[src/rtl/alp_cmd_driver_if.sv]
// Bundle of the command, ALP-side and response signals of the ALP command driver.
// The driver uses the master view; the host/ALP side (or a bench) uses the slave view.
interface alp_cmd_driver_if;
    // command port
    logic       cmd_valid;
    logic       cmd_ready;
    logic [3:0] cmd_a;
    logic [3:0] cmd_b;
    logic [2:0] cmd_op;
    logic       cmd_clr;
    // ALP drive / observe
    logic [3:0] alp_data;
    logic [2:0] alp_op;
    logic       alp_load;
    logic       alp_comp;
    logic       alp_clr;
    logic [3:0] alp_out_0;
    logic [3:0] alp_out_1;
    logic       alp_err;
    // response port
    logic       rsp_valid;
    logic       rsp_ready;
    logic [3:0] rsp_r0;
    logic [3:0] rsp_r1;
    logic       rsp_err;
    // status
    logic       busy;

    modport master (
        input  cmd_valid, cmd_a, cmd_b, cmd_op, cmd_clr,
        input  alp_out_0, alp_out_1, alp_err,
        input  rsp_ready,
        output cmd_ready,
        output alp_data, alp_op, alp_load, alp_comp, alp_clr,
        output rsp_valid, rsp_r0, rsp_r1, rsp_err,
        output busy
    );

    modport slave (
        output cmd_valid, cmd_a, cmd_b, cmd_op, cmd_clr,
        output alp_out_0, alp_out_1, alp_err,
        output rsp_ready,
        input  cmd_ready,
        input  alp_data, alp_op, alp_load, alp_comp, alp_clr,
        input  rsp_valid, rsp_r0, rsp_r1, rsp_err,
        input  busy
    );
endinterface

[src/rtl/alp_cmd_driver.sv]
// ALP command driver: takes one (A, B, op) command, sequences clr/load/comp
// strobes towards the ALP, waits a fixed compute window, samples the ALP
// results and hands them back on a valid/ready response port.
// All outputs are registered: the next-state logic also computes the next
// value of every output, and the state register process stores both.
module alp_cmd_driver #(
    parameter int GAP_CYCLES  = 1,
    parameter int COMP_CYCLES = 8,
    parameter int CNT_W       = 4
) (
    input  logic              clk,
    input  logic              clr_n,
    alp_cmd_driver_if.master  bus
);

    typedef enum logic [3:0] {
        ST_IDLE   = 4'd0,
        ST_CLR    = 4'd1,
        ST_LOAD_A = 4'd2,
        ST_GAP_A  = 4'd3,
        ST_LOAD_B = 4'd4,
        ST_GAP_B  = 4'd5,
        ST_COMP   = 4'd6,
        ST_WAIT   = 4'd7,
        ST_RESP   = 4'd8
    } state_t;

    // Counter reload values are N-1 so the last counted cycle is the one at zero.
    localparam bit              HAS_GAP   = (GAP_CYCLES > 0);
    localparam logic [CNT_W-1:0] GAP_LOAD  = HAS_GAP ? CNT_W'(GAP_CYCLES - 1) : {CNT_W{1'b0}};
    localparam logic [CNT_W-1:0] COMP_LOAD = CNT_W'(COMP_CYCLES - 1);
    localparam logic [CNT_W-1:0] CNT_ZERO  = {CNT_W{1'b0}};
    localparam logic [CNT_W-1:0] CNT_ONE   = {{(CNT_W-1){1'b0}}, 1'b1};

    // state and counter
    state_t           state_r;
    state_t           state_nxt_s;
    logic [CNT_W-1:0] cnt_r;
    logic [CNT_W-1:0] cnt_nxt_s;

    // latched command
    logic [3:0] a_r;
    logic [3:0] b_r;
    logic [2:0] op_r;

    // registered outputs and their next values
    logic       cmd_ready_r, cmd_ready_nxt_s;
    logic       busy_r,      busy_nxt_s;
    logic [3:0] alp_data_r,  alp_data_nxt_s;
    logic [2:0] alp_op_r,    alp_op_nxt_s;
    logic       alp_load_r,  alp_load_nxt_s;
    logic       alp_comp_r,  alp_comp_nxt_s;
    logic       alp_clr_r,   alp_clr_nxt_s;
    logic       rsp_valid_r, rsp_valid_nxt_s;
    logic [3:0] rsp_r0_r,    rsp_r0_nxt_s;
    logic [3:0] rsp_r1_r,    rsp_r1_nxt_s;
    logic       rsp_err_r,   rsp_err_nxt_s;

    logic       accept_s;
    logic [3:0] cur_a_s;

    assign accept_s = bus.cmd_valid & cmd_ready_r;

    // On the accept edge the latch is not yet loaded, so A comes straight from the port.
    assign cur_a_s = (state_r == ST_IDLE) ? bus.cmd_a : a_r;

    // Next-state, counter and next-output computation.
    always_comb begin
        state_nxt_s = state_r;
        cnt_nxt_s   = cnt_r;

        case (state_r)
            ST_IDLE: begin
                if (accept_s) begin
                    if (bus.cmd_clr) begin
                        state_nxt_s = ST_CLR;
                    end else begin
                        state_nxt_s = ST_LOAD_A;
                    end
                end else begin
                    state_nxt_s = ST_IDLE;
                end
            end
            ST_CLR: begin
                state_nxt_s = ST_LOAD_A;
            end
            ST_LOAD_A: begin
                if (HAS_GAP) begin
                    state_nxt_s = ST_GAP_A;
                    cnt_nxt_s   = GAP_LOAD;
                end else begin
                    state_nxt_s = ST_LOAD_B;
                end
            end
            ST_GAP_A: begin
                if (cnt_r == CNT_ZERO) begin
                    state_nxt_s = ST_LOAD_B;
                end else begin
                    cnt_nxt_s = cnt_r - CNT_ONE;
                end
            end
            ST_LOAD_B: begin
                if (HAS_GAP) begin
                    state_nxt_s = ST_GAP_B;
                    cnt_nxt_s   = GAP_LOAD;
                end else begin
                    state_nxt_s = ST_COMP;
                end
            end
            ST_GAP_B: begin
                if (cnt_r == CNT_ZERO) begin
                    state_nxt_s = ST_COMP;
                end else begin
                    cnt_nxt_s = cnt_r - CNT_ONE;
                end
            end
            ST_COMP: begin
                state_nxt_s = ST_WAIT;
                cnt_nxt_s   = COMP_LOAD;
            end
            ST_WAIT: begin
                if (cnt_r == CNT_ZERO) begin
                    state_nxt_s = ST_RESP;
                end else begin
                    cnt_nxt_s = cnt_r - CNT_ONE;
                end
            end
            ST_RESP: begin
                if (bus.rsp_ready) begin
                    state_nxt_s = ST_IDLE;
                end else begin
                    state_nxt_s = ST_RESP;
                end
            end
            default: begin
                state_nxt_s = ST_IDLE;
                cnt_nxt_s   = CNT_ZERO;
            end
        endcase

        // Strobes and status follow the state being entered, one cycle each.
        cmd_ready_nxt_s = (state_nxt_s == ST_IDLE);
        busy_nxt_s      = (state_nxt_s != ST_IDLE);
        alp_load_nxt_s  = (state_nxt_s == ST_LOAD_A) || (state_nxt_s == ST_LOAD_B);
        alp_comp_nxt_s  = (state_nxt_s == ST_COMP);
        alp_clr_nxt_s   = (state_nxt_s == ST_CLR);
        rsp_valid_nxt_s = (state_nxt_s == ST_RESP);

        // Data bus holds its last operand through the gap and beyond.
        if (state_nxt_s == ST_LOAD_A) begin
            alp_data_nxt_s = cur_a_s;
        end else if (state_nxt_s == ST_LOAD_B) begin
            alp_data_nxt_s = b_r;
        end else begin
            alp_data_nxt_s = alp_data_r;
        end

        // Opcode is presented with comp and held through the wait window.
        if (state_nxt_s == ST_COMP) begin
            alp_op_nxt_s = op_r;
        end else begin
            alp_op_nxt_s = alp_op_r;
        end

        // ALP results are captured only on the edge that ends the wait window.
        if ((state_r == ST_WAIT) && (state_nxt_s == ST_RESP)) begin
            rsp_r0_nxt_s  = bus.alp_out_0;
            rsp_r1_nxt_s  = bus.alp_out_1;
            rsp_err_nxt_s = bus.alp_err;
        end else begin
            rsp_r0_nxt_s  = rsp_r0_r;
            rsp_r1_nxt_s  = rsp_r1_r;
            rsp_err_nxt_s = rsp_err_r;
        end
    end

    // State, counter and registered outputs; reset drops any in-flight command.
    always_ff @(posedge clk or negedge clr_n) begin
        if (!clr_n) begin
            state_r     <= ST_IDLE;
            cnt_r       <= CNT_ZERO;
            cmd_ready_r <= 1'b1;
            busy_r      <= 1'b0;
            alp_data_r  <= 4'h0;
            alp_op_r    <= 3'b000;
            alp_load_r  <= 1'b0;
            alp_comp_r  <= 1'b0;
            alp_clr_r   <= 1'b0;
            rsp_valid_r <= 1'b0;
            rsp_r0_r    <= 4'h0;
            rsp_r1_r    <= 4'h0;
            rsp_err_r   <= 1'b0;
        end else begin
            state_r     <= state_nxt_s;
            cnt_r       <= cnt_nxt_s;
            cmd_ready_r <= cmd_ready_nxt_s;
            busy_r      <= busy_nxt_s;
            alp_data_r  <= alp_data_nxt_s;
            alp_op_r    <= alp_op_nxt_s;
            alp_load_r  <= alp_load_nxt_s;
            alp_comp_r  <= alp_comp_nxt_s;
            alp_clr_r   <= alp_clr_nxt_s;
            rsp_valid_r <= rsp_valid_nxt_s;
            rsp_r0_r    <= rsp_r0_nxt_s;
            rsp_r1_r    <= rsp_r1_nxt_s;
            rsp_err_r   <= rsp_err_nxt_s;
        end
    end

    // Command latch: operands are frozen at the accept edge; later port changes are ignored.
    always_ff @(posedge clk or negedge clr_n) begin
        if (!clr_n) begin
            a_r  <= 4'h0;
            b_r  <= 4'h0;
            op_r <= 3'b000;
        end else if (accept_s) begin
            a_r  <= bus.cmd_a;
            b_r  <= bus.cmd_b;
            op_r <= bus.cmd_op;
        end else begin
            a_r  <= a_r;
            b_r  <= b_r;
            op_r <= op_r;
        end
    end

    assign bus.cmd_ready = cmd_ready_r;
    assign bus.busy      = busy_r;
    assign bus.alp_data  = alp_data_r;
    assign bus.alp_op    = alp_op_r;
    assign bus.alp_load  = alp_load_r;
    assign bus.alp_comp  = alp_comp_r;
    assign bus.alp_clr   = alp_clr_r;
    assign bus.rsp_valid = rsp_valid_r;
    assign bus.rsp_r0    = rsp_r0_r;
    assign bus.rsp_r1    = rsp_r1_r;
    assign bus.rsp_err   = rsp_err_r;

endmodule
[src/flat_wrapper.sv]
// flat-port wrapper written by rule: the top's interface ports become plain ports
module alp_cmd_driver_flat 
#(
    parameter int GAP_CYCLES  = 1,
    parameter int COMP_CYCLES = 8,
    parameter int CNT_W       = 4
)
  (clk, clr_n, bus_cmd_valid, bus_cmd_a, bus_cmd_b, bus_cmd_op, bus_cmd_clr, bus_alp_out_0, bus_alp_out_1, bus_alp_err, bus_rsp_ready, bus_cmd_ready, bus_alp_data, bus_alp_op, bus_alp_load, bus_alp_comp, bus_alp_clr, bus_rsp_valid, bus_rsp_r0, bus_rsp_r1, bus_rsp_err, bus_busy);
  alp_cmd_driver_if bus_i ();
  input  logic clk;
  input  logic clr_n;
  input wire logic [$bits(bus_i.cmd_valid)-1:0] bus_cmd_valid;
  input wire logic [$bits(bus_i.cmd_a)-1:0] bus_cmd_a;
  input wire logic [$bits(bus_i.cmd_b)-1:0] bus_cmd_b;
  input wire logic [$bits(bus_i.cmd_op)-1:0] bus_cmd_op;
  input wire logic [$bits(bus_i.cmd_clr)-1:0] bus_cmd_clr;
  input wire logic [$bits(bus_i.alp_out_0)-1:0] bus_alp_out_0;
  input wire logic [$bits(bus_i.alp_out_1)-1:0] bus_alp_out_1;
  input wire logic [$bits(bus_i.alp_err)-1:0] bus_alp_err;
  input wire logic [$bits(bus_i.rsp_ready)-1:0] bus_rsp_ready;
  output wire logic [$bits(bus_i.cmd_ready)-1:0] bus_cmd_ready;
  output wire logic [$bits(bus_i.alp_data)-1:0] bus_alp_data;
  output wire logic [$bits(bus_i.alp_op)-1:0] bus_alp_op;
  output wire logic [$bits(bus_i.alp_load)-1:0] bus_alp_load;
  output wire logic [$bits(bus_i.alp_comp)-1:0] bus_alp_comp;
  output wire logic [$bits(bus_i.alp_clr)-1:0] bus_alp_clr;
  output wire logic [$bits(bus_i.rsp_valid)-1:0] bus_rsp_valid;
  output wire logic [$bits(bus_i.rsp_r0)-1:0] bus_rsp_r0;
  output wire logic [$bits(bus_i.rsp_r1)-1:0] bus_rsp_r1;
  output wire logic [$bits(bus_i.rsp_err)-1:0] bus_rsp_err;
  output wire logic [$bits(bus_i.busy)-1:0] bus_busy;
  assign bus_i.cmd_valid = bus_cmd_valid;
  assign bus_i.cmd_a = bus_cmd_a;
  assign bus_i.cmd_b = bus_cmd_b;
  assign bus_i.cmd_op = bus_cmd_op;
  assign bus_i.cmd_clr = bus_cmd_clr;
  assign bus_i.alp_out_0 = bus_alp_out_0;
  assign bus_i.alp_out_1 = bus_alp_out_1;
  assign bus_i.alp_err = bus_alp_err;
  assign bus_i.rsp_ready = bus_rsp_ready;
  assign bus_cmd_ready = bus_i.cmd_ready;
  assign bus_alp_data = bus_i.alp_data;
  assign bus_alp_op = bus_i.alp_op;
  assign bus_alp_load = bus_i.alp_load;
  assign bus_alp_comp = bus_i.alp_comp;
  assign bus_alp_clr = bus_i.alp_clr;
  assign bus_rsp_valid = bus_i.rsp_valid;
  assign bus_rsp_r0 = bus_i.rsp_r0;
  assign bus_rsp_r1 = bus_i.rsp_r1;
  assign bus_rsp_err = bus_i.rsp_err;
  assign bus_busy = bus_i.busy;
  alp_cmd_driver #(.GAP_CYCLES(GAP_CYCLES), .COMP_CYCLES(COMP_CYCLES), .CNT_W(CNT_W)) u_core (.clk(clk), .clr_n(clr_n), .bus(bus_i));
endmodule
[config.mk]
export PLATFORM = sky130hd
export DESIGN_NAME = alp_cmd_driver_flat
export DESIGN_NICKNAME = d
export VERILOG_FILES = /design/src/rtl/alp_cmd_driver_if.sv /design/src/rtl/alp_cmd_driver.sv /design/src/flat_wrapper.sv
export SDC_FILE = /design/constraint.sdc
export NUM_CORES = 1
export LEC_CHECK = 0
export BUFFER_PORTS_ARGS = -buffer_cell sky130_fd_sc_hd__buf_2
export CAP_MARGIN = 20
export CORE_MARGIN = 2
export CORE_UTILIZATION = 47
export CTS_BUF_LIST = sky130_fd_sc_hd__clkbuf_16
export CTS_CLUSTER_DIAMETER = 80
export CTS_CLUSTER_SIZE = 20
export DETAILED_ROUTE_END_ITERATION = 8
export PLACE_DENSITY = 0.87
export SLEW_MARGIN = 20
export SYNTH_ARGS = -nofsm -noshare
export SYNTH_HDL_FRONTEND = slang
export SYNTH_SLANG_ARGS = --single-unit
[constraint.sdc]
create_clock -name clk -period 1.7 [get_ports clk]
set_input_delay 0.34 -clock clk [delete_from_list [all_inputs] [get_ports clk]]
set_output_delay 0.34 -clock clk [all_outputs]
set_load 0.02 [all_outputs]
; Word-level counts from Yosys, hierarchy flattened
; Cells that the tools add are included.
[classes]
addsub = 1
n_eq_ne = 14
mux = 12
bitwise_logic = 2
reduce_logical = 10
[ops]
columns = operator, count
row1 = one-hot mux 4 bit (9 select lines), 1
row2 = two-way mux 4 bit, 8
row3 = "== test 4 x 3 -> 1 bit, second input constant", 6
row4 = "== test 4 x 2 -> 1 bit, second input constant", 3
row5 = logical NOT 4 bit, 3
row6 = one-hot mux 4 bit (3 select lines), 1
row7 = "== test 4 x 1 -> 1 bit, second input constant", 2
row8 = "== test 4 bit, second input constant", 2
row9 = OR reduction 3 bit, 2
row10 = two-way mux 2 bit, 2
row11 = nonzero test 4 bit, 1
row12 = "subtractor 4 x 1 -> 4 bit, second input constant", 1
row13 = "inequality test 2 bit, second input constant", 1
row14 = AND reduction 2 bit, 1
row15 = nonzero test 2 bit, 1
row16 = bitwise AND 1 bit, 1
row17 = logical AND 1 bit, 1
row18 = logical OR 1 bit, 1
row19 = inverter 1 bit, 1
[totals]
ff_bits = 41
in_bits = 25
out_inout_bits = 22

; Logic depth before layout (Yosys ltp)
[depth]
word_depth = 6
mapped_depth = 7

; Worst setup path after synthesis
; OpenSTA, ideal clock, no wires.
[synth_timing]
kind = register -> register
start = register u_core.cnt_r[0]
end = register u_core.rsp_err_r, in the netlist u_core.bus.rsp_err
setup_ps = 125
t_arrival_ps = 1545
required_ps = 1575
path_slack_ps = 30
stages_incl_launch_ff = 8
path_buffers = 1
synth_period_minus_slack_ps = 1670
path_cell_list = dfrtp_1 -> inv_1 -> ha_1 -> and4bb_4 -> and2_4 -> nand2_2 -> buf_6 -> mux2_4
[synth_between]
elab_chain_cells = 5
word_cells_on_any_way = 7
cone_classes = eq/ne (1) / mux (4) / reduce/logical (2)
[synth_rtl]
columns = element, line
row1 = "start, declared", alp_cmd_driver.sv:38  ; logic [CNT_W-1:0] cnt_r;
row2 = "start signal, assigned", alp_cmd_driver.sv:195  ; cnt_r <= cnt_nxt_s;
row3 = logical NOT 4 bit (*), "alp_cmd_driver.sv:96, alp_cmd_driver.sv:111, alp_cmd_driver.sv:122"
row4 = "two-way mux 4 bit, on equally long branches", "alp_cmd_driver.sv:122, alp_cmd_driver.sv:96, alp_cmd_driver.sv:111"
row5 = one-hot mux 4 bit (9 select lines) (*), alp_cmd_driver.sv:72  ; case (state_r)
row6 = == test 4 bit (*), alp_cmd_driver.sv:166  ; if ((state_r == ST_WAIT) && (state_nxt_s == ST_RESP)) begin
row7 = logical AND 1 bit (*), alp_cmd_driver.sv:166
row8 = "end signal, assigned", alp_cmd_driver.sv:206  ; rsp_err_r <= rsp_err_nxt_s;
row9 = "end, declared", alp_cmd_driver.sv:57  ; logic rsp_err_r, rsp_err_nxt_s;
; Every way passes the cells marked *; elsewhere a longest branch is shown, timed or not.
; A chain may end at the register's enable or synchronous reset.

; Worst setup path in the final report
[layout_timing]
start = register u_core.cnt_r[1]
end = register u_core.alp_op_r[2], in the netlist u_core.bus.alp_op[2]
[layout_between]
elab_chain_cells = 4
word_cells_on_any_way = 6
cone_classes = eq/ne (1) / mux (4) / reduce/logical (1)
[layout_rtl]
columns = element, line
row1 = logical NOT 4 bit (*), "alp_cmd_driver.sv:96, alp_cmd_driver.sv:111, alp_cmd_driver.sv:122"
row2 = "two-way mux 4 bit, on equally long branches", "alp_cmd_driver.sv:122, alp_cmd_driver.sv:96, alp_cmd_driver.sv:111"
row3 = one-hot mux 4 bit (9 select lines) (*), alp_cmd_driver.sv:72
row4 = == test 4 x 3 -> 1 bit (*), alp_cmd_driver.sv:159  ; if (state_nxt_s == ST_COMP) begin
row5 = "end signal, assigned", alp_cmd_driver.sv:199  ; alp_op_r <= alp_op_nxt_s;
row6 = "end, declared", alp_cmd_driver.sv:50  ; logic [2:0] alp_op_r, alp_op_nxt_s;
; Marks and branches as above.

==> flow_metrics.tcl <==
set metrics [dict create \
    status "completed" \
    synth_common_cells "dfrtp_1, mux2_2, a21oi_1, mux2_4, nand2_1" \
    synthTopCellsByArea "dfrtp_1, mux2_2, mux2_4" \
    dieArea_sq_mm 0.00457 \
    met1_length_mm 1.64 \
    r2r_slack_ps 40 \
    core_area_sq_mm 0.00394 \
    skew_ps 3.13 \
    initial_core_util_pct 48.2 \
    synth_top_area_cell "dfrtp_1" \
    end_kind "flip-flop" \
    netlist_area_sq_mm 0.00190 \
    wl_met2_mm 1.97 \
    wl_mm 3.86 \
    r2r.worst_path.cells 6 \
    io_buffer_count 46 \
    grt_pass1_wl_mm 6.51 \
    max_freq_mhz 604 \
    dr_wl_met3_um 225 \
    place_congestion 0.861 \
    die_width_um 67.6 \
    cts_tree "done" \
    finalMaxSlewViolations 0 \
    async_flop_share_pct 100 \
    dr.pass1.iters 4 \
    cts_root_buf "clkbuf_16" \
    synth_top_area_share_pct 52.7 \
    antenna_found_initial 0 \
    ys_seq_elements 41 \
    cts_buffers 5 \
    endpoint "u_core.bus.alp_op[2]" \
    finalCritPeriodShare_pct 97.5 \
    vias_per_cell 5.41 \
    globalRouteOverflowTotal 0 \
    vias 1385 \
    powerDensity_mw_per_mm2 2040 \
    num_rows 23 \
    fp.dieH_um 67.6 \
    yosysWarningCount 0 \
    grt_pass1_vias 1443 \
    cts.sinks 41 \
    r2r_start "u_core.cnt_r[1]" \
    fin_crit_ps 1660 \
    setup_slack_ps 43.3 \
    pre_cts_slack_ps -95.4 \
    crit_fanout 5 \
    seq_area_frac_synth_pct 54.1 \
    final_hold_viol_count 0 \
    cts.path.max_buffers 2 \
    diodes 0 \
    fin_util_pct 60.9 \
    cts_hold_buf 0 \
    ys.flop_type "dfrtp_1" \
    top_layer "met4" \
    layout-drive-gt1-share_pct 49.5 \
    antenna_left 0 \
    postSynthAreaPerCell_sq_um 12.7 \
    syn-num-nets 176 \
    cts_max_level 2 \
    maxCapViolCount 0 \
    p_leak_nw 1.18 \
    timing.rr.end "u_core.bus.alp_op[2]" \
    drt_iter0_drc 59 \
    nNetsFinal 232 \
    critPathLaunch "u_core.cnt_r[1]" \
    maxSlewHeadroom_pct 66.6 \
    ios 47 \
    clk_latency_ps 280 \
    setup_viol 0 \
    hpwl_mm 2.70 \
    start_kind "flip-flop" \
    worst_pin_slew_ps 500 \
    synth_cells 150 \
    grt_max_degree 42 \
    ir_drop_v 0.00104 \
    yosysMostFrequentCell "dfrtp_1" \
    hold_class "input port to asynchronous set/reset pin" \
    finalPower_mw 4.90 \
    drc 0 \
    cts.reportedPaths.clkPinSlew_ps 50 \
    critPathKind "flip-flop to flip-flop" \
    wl_per_cell_um 15.1 \
    track_usage_pct 19.2 \
    syn2layout_area_growth_pct 26.4 \
    regArea_sq_mm 0.00103 \
    nFillCells 291 \
    cp_data_required_time_ps 1860 \
    synth-edff-count 0 \
    synth.distinct_cells 42 \
    multiInputGateArea_sq_um 837 \
    critPathArrivalTime_ps 1820 \
]
-- per-layer routing --
layer | up-vias | track usage, %
li1 | 662 | -
met1 | 675 | 24.2
met2 | 44 | 32.0
met3 | 4 | 4.83
met4 | 0 | 6.63
met5 | - | 0
-- worst min-delay path by stage --
stage / start / endpoint
2_1_floorplan: clr_n / u_core.a_r[0]
3_3_place_gp: clr_n / u_core.bus.rsp_valid
3_5_place_dp: clr_n / u_core.bus.rsp_r1[2]
4_1_cts: clr_n / u_core.bus.rsp_err
5_1_grt: clr_n / u_core.bus.alp_op[1]
6_report: clr_n / u_core.bus.rsp_err
-- worst max-delay path: stages (launching register included) --
cell,delay [ps]
dfrtp_1,390
inv_2,80
ha_4,150
and4bb_4,270
buf_6,120
nand3b_1,180
mux2_4,350
-- state kept, by name (all words and copies together) (netlist names) --
name	cells
u_core.op_r	3
u_core.state_r	4
u_core.bus.rsp_r0	4
u_core.bus.alp_data	4
u_core.bus.busy	1
u_core.a_r	4
u_core.bus.alp_comp	1
u_core.bus.cmd_ready	1
u_core.bus.rsp_err	1
u_core.bus.alp_load	1
u_core.bus.alp_clr	1
u_core.bus.rsp_r1	4
u_core.b_r	4
u_core.bus.alp_op	3
u_core.bus.rsp_valid	1
u_core.cnt_r	4
-- power breakdown --
part           switching [mW]  leakage, nW  internal, mW
combinational            1.13        0.614          1.12
clock                   0.341       0.0685         0.524
sequential              0.341        0.494          1.44
-- final cells by class --
| type | instances | share of cell area [%] |
|---|---|---|
| sequential | 41 | 42.9 |
| multi-input combinational | 95 | 34.9 |
| timing repair buffer | 57 | 13.2 |
| clock buffer | 5 | 5.21 |
| tap | 50 | 2.61 |
| inverter | 6 | 0.938 |
| clock inverter | 2 | 0.313 |
-- layout by cell type, fill, tap and decap left out, drive strengths merged, types with 2 or more instances in the layout --
cell type and instances:
inv 7, mux2 24, o22ai 3, mux2i 3, o21ai 4, buf 57
clkbuf 5, nand3b 2, nor2b 6, a211oi 3, o41ai 2, dfrtp 40
nand2 8, a21oi 8, nor4 3, nor2 6, nand3 2, o221a 2
a22o 2
-- kinds of logic (layout without fill, tap and decap cells) --
logic type | after synthesis | in the layout | synth area share [%]
fa+ha+maj | 1 | 1 | 0.659
flops | 41 | 41 | 54.1
mux | 27 | 27 | 17.4
xor+xnor | 1 | 1 | 0.461
compound gates | 32 | 32 | 11.8
buf+inv | 14 | 70 | 3.56
simple gates | 34 | 34 | 12.1
-- per-stage QoR --
step | cells | hold WS [ps] | setup TNS [ps] | area, sq um
floorplan | 150 | 44.4 | 0 | 1900
detailed placement | 247 | 429 | -1010 | 2210
CTS | 255 | 132 | 0 | 2370
global placement | 247 | 425 | -41.9 | 2210
finish | 256 | 114 | 0 | 2400
global route | 256 | 176 | -10.6 | 2400
-- timing repair --
action,in CTS,in global routing
endpoints found under the setup margin,18,19
gates resized for setup,5,6
buffers inserted,1,1
pin swaps,0,1
No activity file was read; power rests on OpenSTA's default activity.
